--- src/rtl/bkram_pkg.sv ---
// Shared types for the backup-RAM SD sequencer.
// FSM state encoding and sector index width helper.
package bkram_pkg;

  typedef enum logic [1:0] {
    IDLE,
    REQ,
    ACK_HI,
    ACK_LO
  } state_t;

  function automatic int idx_w(input int n);
    return (n > 1) ? $clog2(n) : 1;
  endfunction

endpackage

--- src/rtl/bkram_sd_ctrl_edge_det.sv ---
// Registered rise/fall pulse generator.
// Pulses appear one cycle after the input edge is sampled.
module edge_det (
  input  logic clk_sys,
  input  logic reset,
  input  logic d,
  output logic rise,
  output logic fall
);

  logic prev;

  always_ff @(posedge clk_sys) begin
    if (reset) begin
      prev <= 1'b0;
      rise <= 1'b0;
      fall <= 1'b0;
    end else begin
      prev <= d;
      rise <= d & ~prev;
      fall <= ~d & prev;
    end
  end

endmodule

--- src/rtl/bkram_sd_ctrl.sv ---
// Backup-RAM <-> SD sector sequencer.
// Load/save/auto-load/autosave with dirty tracking.
module bkram_sd_ctrl
  import bkram_pkg::*;
#(
  parameter int SECTORS = 64,
  parameter int LBA_W   = 32
) (
  input  logic             clk_sys,
  input  logic             reset,
  input  logic             downloading,
  input  logic             img_mounted,
  input  logic             img_readonly,
  input  logic             img_size_nz,
  input  logic             bk_load,
  input  logic             bk_save,
  input  logic             osd_status,
  input  logic             autosave_en,
  input  logic             nvram_we,
  input  logic             sd_ack,
  output logic [LBA_W-1:0] sd_lba,
  output logic             sd_rd,
  output logic             sd_wr,
  output logic             bk_ena,
  output logic             bk_loading,
  output logic             bk_busy,
  output logic             bk_dirty
);

  localparam int IW = idx_w(SECTORS);

  logic load_rq, save_rq, osd_rise;
  logic dl_rise, dl_end;
  logic ack_rise, ack_fall;
  logic load_fall, save_fall, osd_fall;
  logic unused_fall;

  assign unused_fall = &{1'b0, load_fall,
                         save_fall, osd_fall};

  edge_det u_load (
    .clk_sys (clk_sys),
    .reset   (reset),
    .d       (bk_load & bk_ena),
    .rise    (load_rq),
    .fall    (load_fall)
  );

  edge_det u_save (
    .clk_sys (clk_sys),
    .reset   (reset),
    .d       (bk_save & bk_ena),
    .rise    (save_rq),
    .fall    (save_fall)
  );

  edge_det u_osd (
    .clk_sys (clk_sys),
    .reset   (reset),
    .d       (osd_status),
    .rise    (osd_rise),
    .fall    (osd_fall)
  );

  edge_det u_dl (
    .clk_sys (clk_sys),
    .reset   (reset),
    .d       (downloading),
    .rise    (dl_rise),
    .fall    (dl_end)
  );

  edge_det u_ack (
    .clk_sys (clk_sys),
    .reset   (reset),
    .d       (sd_ack),
    .rise    (ack_rise),
    .fall    (ack_fall)
  );

  state_t           state, state_n;
  logic [LBA_W-1:0] lba_n;
  logic             rd_n, wr_n;
  logic             loading_n, busy_n;
  logic             dirty_n, ena_n;
  logic             auto_ld, auto_sv;
  logic             is_load, save_go, load_done;
  logic             last;

  assign auto_ld = dl_end & img_size_nz & bk_ena;
  assign auto_sv = osd_rise & autosave_en
                 & bk_dirty & bk_ena;
  assign last    = &sd_lba[IW-1:0];

  always_ff @(posedge clk_sys) begin
    if (reset) begin
      state      <= IDLE;
      sd_lba     <= '0;
      sd_rd      <= 1'b0;
      sd_wr      <= 1'b0;
      bk_loading <= 1'b0;
      bk_busy    <= 1'b0;
      bk_dirty   <= 1'b0;
      bk_ena     <= 1'b0;
    end else begin
      state      <= state_n;
      sd_lba     <= lba_n;
      sd_rd      <= rd_n;
      sd_wr      <= wr_n;
      bk_loading <= loading_n;
      bk_busy    <= busy_n;
      bk_dirty   <= dirty_n;
      bk_ena     <= ena_n;
    end
  end

  always_comb begin
    state_n   = state;
    lba_n     = sd_lba;
    rd_n      = sd_rd;
    wr_n      = sd_wr;
    loading_n = bk_loading;
    busy_n    = bk_busy;
    is_load   = 1'b0;
    save_go   = 1'b0;
    load_done = 1'b0;
    unique case (state)
      IDLE: begin
        if (load_rq | save_rq |
            auto_ld | auto_sv) begin
          is_load   = load_rq
                    | (~save_rq & auto_ld);
          lba_n     = '0;
          loading_n = is_load;
          busy_n    = 1'b1;
          save_go   = ~is_load;
          state_n   = REQ;
        end
      end
      REQ: begin
        rd_n    = bk_loading;
        wr_n    = ~bk_loading;
        state_n = ACK_HI;
      end
      ACK_HI: begin
        if (ack_rise) begin
          rd_n    = 1'b0;
          wr_n    = 1'b0;
          state_n = ACK_LO;
        end
      end
      ACK_LO: begin
        if (ack_fall) begin
          if (last) begin
            loading_n = 1'b0;
            busy_n    = 1'b0;
            load_done = bk_loading;
            state_n   = IDLE;
          end else begin
            lba_n   = sd_lba + LBA_W'(1);
            state_n = REQ;
          end
        end
      end
      default: state_n = IDLE;
    endcase
  end

  // A write landing on the save-start cycle must survive the clear.
  always_comb begin
    dirty_n = bk_dirty;
    if (nvram_we & ~bk_loading)
      dirty_n = 1'b1;
    else if (save_go | load_done)
      dirty_n = 1'b0;
  end

  always_comb begin
    ena_n = bk_ena;
    if (downloading & img_mounted
        & ~img_readonly)
      ena_n = 1'b1;
    else if (dl_rise)
      ena_n = 1'b0;
  end

endmodule

--- config.mk ---
export PLATFORM = sky130hd
export DESIGN_NAME = bkram_sd_ctrl
export DESIGN_NICKNAME = d
export VERILOG_FILES = /design/src/rtl/bkram_pkg.sv /design/src/rtl/bkram_sd_ctrl_edge_det.sv /design/src/rtl/bkram_sd_ctrl.sv
export SDC_FILE = /design/constraint.sdc
export NUM_CORES = 1
export LEC_CHECK = 0
export BUFFER_PORTS_ARGS = -buffer_cell sky130_fd_sc_hd__buf_2
export CAP_MARGIN = 30
export CORE_MARGIN = 2
export CORE_UTILIZATION = 48
export DETAILED_ROUTE_END_ITERATION = 8
export GPL_ROUTABILITY_DRIVEN = 0
export PLACE_DENSITY = 0.79
export SLEW_MARGIN = 20
export SYNTH_ARGS = -nofsm -noshare
export SYNTH_HDL_FRONTEND = slang
export SYNTH_SLANG_ARGS = --single-unit
--- constraint.sdc ---
create_clock -name clk_sys -period 2 [get_ports clk_sys]
set_input_delay 0 -clock clk_sys [delete_from_list [all_inputs] [get_ports clk_sys]]
set_output_delay 0 -clock clk_sys [all_outputs]
set_load 0.02 [all_outputs]
==> results.cfg <==
[power]
clkPwrFrac_pct = 23.8
finalPower_mw = 2.573
intPower_mw = 1.699
power_switching_mw = 0.8730
swShare_pct = 33.94
pwr-share-seq_pct = 44.3
power_density_nw_per_um2 = 837.8
leakagePower_nw = 1.227
ir_drop_uv = 647.3
comb_power_share_pct = 31.9

[critical_path]
cp_top_family = simple AND/OR/NAND/NOR gates
critical_path_class = flop to flop
startpoint_type = flop
cp_cell_sequence = nand3_2, or4_4, nor4_2, nor4b_1, a311o_1
reg2reg_depth = 5
cp_slowest_cell = or4_4
endpoint_kind = flop
critical_path_required_ns = 2.20
crit_buf_inv = 0
path_max_fanout = 6
cp.depth = 5
slowest_delay_ns = 0.60
critical_path_arrival_ns = 2.12

[cts]
cts.sinks = 52
cts_buffer_depth = 2
clk-insertion-delay-late_ns = 0.31
cts_buffers = 5
cts_root_buffer = clkbuf_8
h-tree-depth = 2
tritoncts = yes
clkSlewWorstSetupHoldPaths_ns = 0.09

[detailed_routing]
drt_iter0_drc = 216
ant_nets = 0
first_pass_iters = 4
drc = 0
vias = 2319
drt-vias-per-instance = 5.601
wl_per_cell_um = 14.47
wl_um = 5992

[place]
dp_hpwl_um = 4337
place_area_um2 = 2873
placed_cells = 399
place.port_buffers = 49

[synth]
syn_area_um2 = 2355
syn_avg_cell_area_um2 = 8.953
yosys-top-cells-area = dfxtp_1, nor2_1, a21oi_1, a31oi_1, nand2_1
ys_warn_count = 0
async_reset_ff_share_pct = 0
synth_area_leader_cell = dfxtp_1
synth_top_area_share_pct = 44.21
synth_ff_type = dfxtp_1
synth_cell_types = 53
seq_area_frac_synth_pct = 44.21
synthCells = 263
ys_seq_elements = 52
synth_nets = 280
synth-edff-count = 0

[cells_and_area]
nNetsFinal = 363
drive_gt1_share_pct = 33.72
diodes = 0
area_growth_syn_to_layout_pct = 30.39
final_cells = 414
fill_cells = 404
final_util_pct = 65.01
final_area_um2 = 3070

[timing]
fin_crit_sh_pct = 95.94
slew_viol_final = 0
rsz0062_at_grt = true
relSlewSlack_pct = 73.42
tightest_slew_ns = 0.3988
fmax_mhz = 521.1
period_needed_ns = 1.919
setup_viol = 0
hold_violations = 0
fin_skew_ns = 0.007121

[grt]
grt_max_degree = 18
grt_pass1_wl_um = 9715
track_usage_pct = 22.77
grt_overflow_total = 0
antenna_found_initial = 0
grt_pass1_vias = 2045

[floorplanning]
rows = 25
die_w_um = 74.04
core_area_um2 = 4723
ios = 50
start_util_pct = 49.85
die_area_um2 = 5482
die_h_um = 74.04

[min_path]
hold_path_depth = 4
hold_class = input pin to flop

[run]
maxCapViolations = 0

[run_status]
status = completed
timing repair:
| item | in CTS | in global routing |
|---|---|---|
| endpoints found under the setup margin | 0 | 15 |
| gates resized for setup | 0 | 11 |
| hold buffers | 7 | 0 |
| hold endpoints to repair | 8 | 0 |
| setup buffers | 0 | 0 |
cells in the mapped netlist, types with 5 or more instances:
master,count
dfxtp_1,52
nor2_1,24
nand2_1,18
a21oi_1,16
nand3_1,13
o21ai_0,13
a31oi_1,12
nor2b_1,9
a311oi_1,7
inv_1,7
nand2b_1,6
and2_1,5
ha_1,5
nor3_1,5
sequential cells by signal, indices dropped and copies added, names as in the netlist:
signal / count
u_load.prev: 1
state: 2
sd_rd: 1
u_ack.fall: 1
u_dl.prev: 1
u_dl.fall: 1
u_ack.prev: 1
sd_wr: 1
u_save.prev: 1
bk_dirty: 1
sd_lba: 32
u_load.rise: 1
bk_busy: 1
u_osd.prev: 1
u_osd.rise: 1
bk_loading: 1
u_dl.rise: 1
bk_ena: 1
u_ack.rise: 1
u_save.rise: 1
metrics by stage:
stage / setup WS [ns] / hold WS, ns / TNS [ns]
finish: 0.08114 / 0.05744 / 0
global route: -0.005294 / 0.08096 / -0.01166
CTS: 0.05265 / 0.05809 / 0
detailed placement: 0.06330 / 0.1785 / 0
global placement: 0.1047 / 0.1763 / 0
floorplan: 0.0009575 / 0.07615 / 0
worst min-delay path, cell delays in order:
cell,delay [ns]
buf_2,0.07
inv_1,0.03
a21oi_1,0.11
o21a_1,0.12
layout make-up:
cell class                 count  area [um^2]  share of cell area [%]
multi-input combinational    195         1277                   41.61
inverter                       7        26.28                  0.8557
clock buffer                   6        82.58                   2.689
tap                           67        83.83                   2.730
timing repair buffer          85        533.0                   17.36
sequential                    52         1057                   34.43
clock inverter                 2        10.01                  0.3260
power by group through the flow:
stage | logic, mW | registers, mW | clock network (mW)
2_1_floorplan | 0.428 | 1.19 | 0
6_report | 0.820 | 1.14 | 0.613
5_1_grt | 0.888 | 1.15 | 0.669
3_3_place_gp | 0.760 | 1.16 | 0
4_1_cts | 0.786 | 1.14 | 0.619
3_5_place_dp | 0.771 | 1.16 | 0
metal layers:
metal  GRT usage (%)  wire length (um)  share of wire, %
met1           29.49              2722                45
met2           38.59              2920                49
met3           4.201               281               4.7
met4           7.071                68               1.1
met5               0                 0                 0
cells by family (layout without fill, tap and decap cells):
family	Yosys count	in the layout	share of synthesized area (%)
adder cells (fa/ha/maj)	5	5	2.657
flip-flops	52	52	44.21
multiplexers	2	2	0.8502
XOR/XNOR	2	2	0.7440
AND/OR/NAND/NOR	118	118	29.65
buffers and inverters	16	100	2.763
AO/OA/AOI/OAI	68	68	19.13
cells in the final DEF (no fill, tap or decap), types with 3 or more instances in the layout:
master / count
a211oi_1: 3
a21oi_1: 16
a311oi_1: 7
a31oi_1: 12
and2_1: 5
and3_1: 4
and4_1: 4
buf_2: 49
buf_4: 29
clkbuf_8: 6
dfxtp_1: 39
dfxtp_2: 13
dlygate4sd3_1: 7
ha_1: 4
inv_1: 7
nand2_1: 18
nand2b_1: 5
nand3_1: 13
nand4_1: 4
nor2_1: 23
nor2b_1: 9
nor3_1: 4
nor3b_1: 4
nor4_2: 3
o21ai_0: 13
or3_1: 3
or4_1: 3
path summary, 6_finish.rpt:
kind	start	end	slack (ns)
worst max-delay path	sd_lba[4]	sd_lba[31]	0.08
worst min-delay path	nvram_we	bk_dirty	0.06
worst max register to register	sd_lba[4]	sd_lba[31]	0.08
worst min register to register	u_load.prev	u_load.rise	0.39
(Power assumes the default switching activity.)
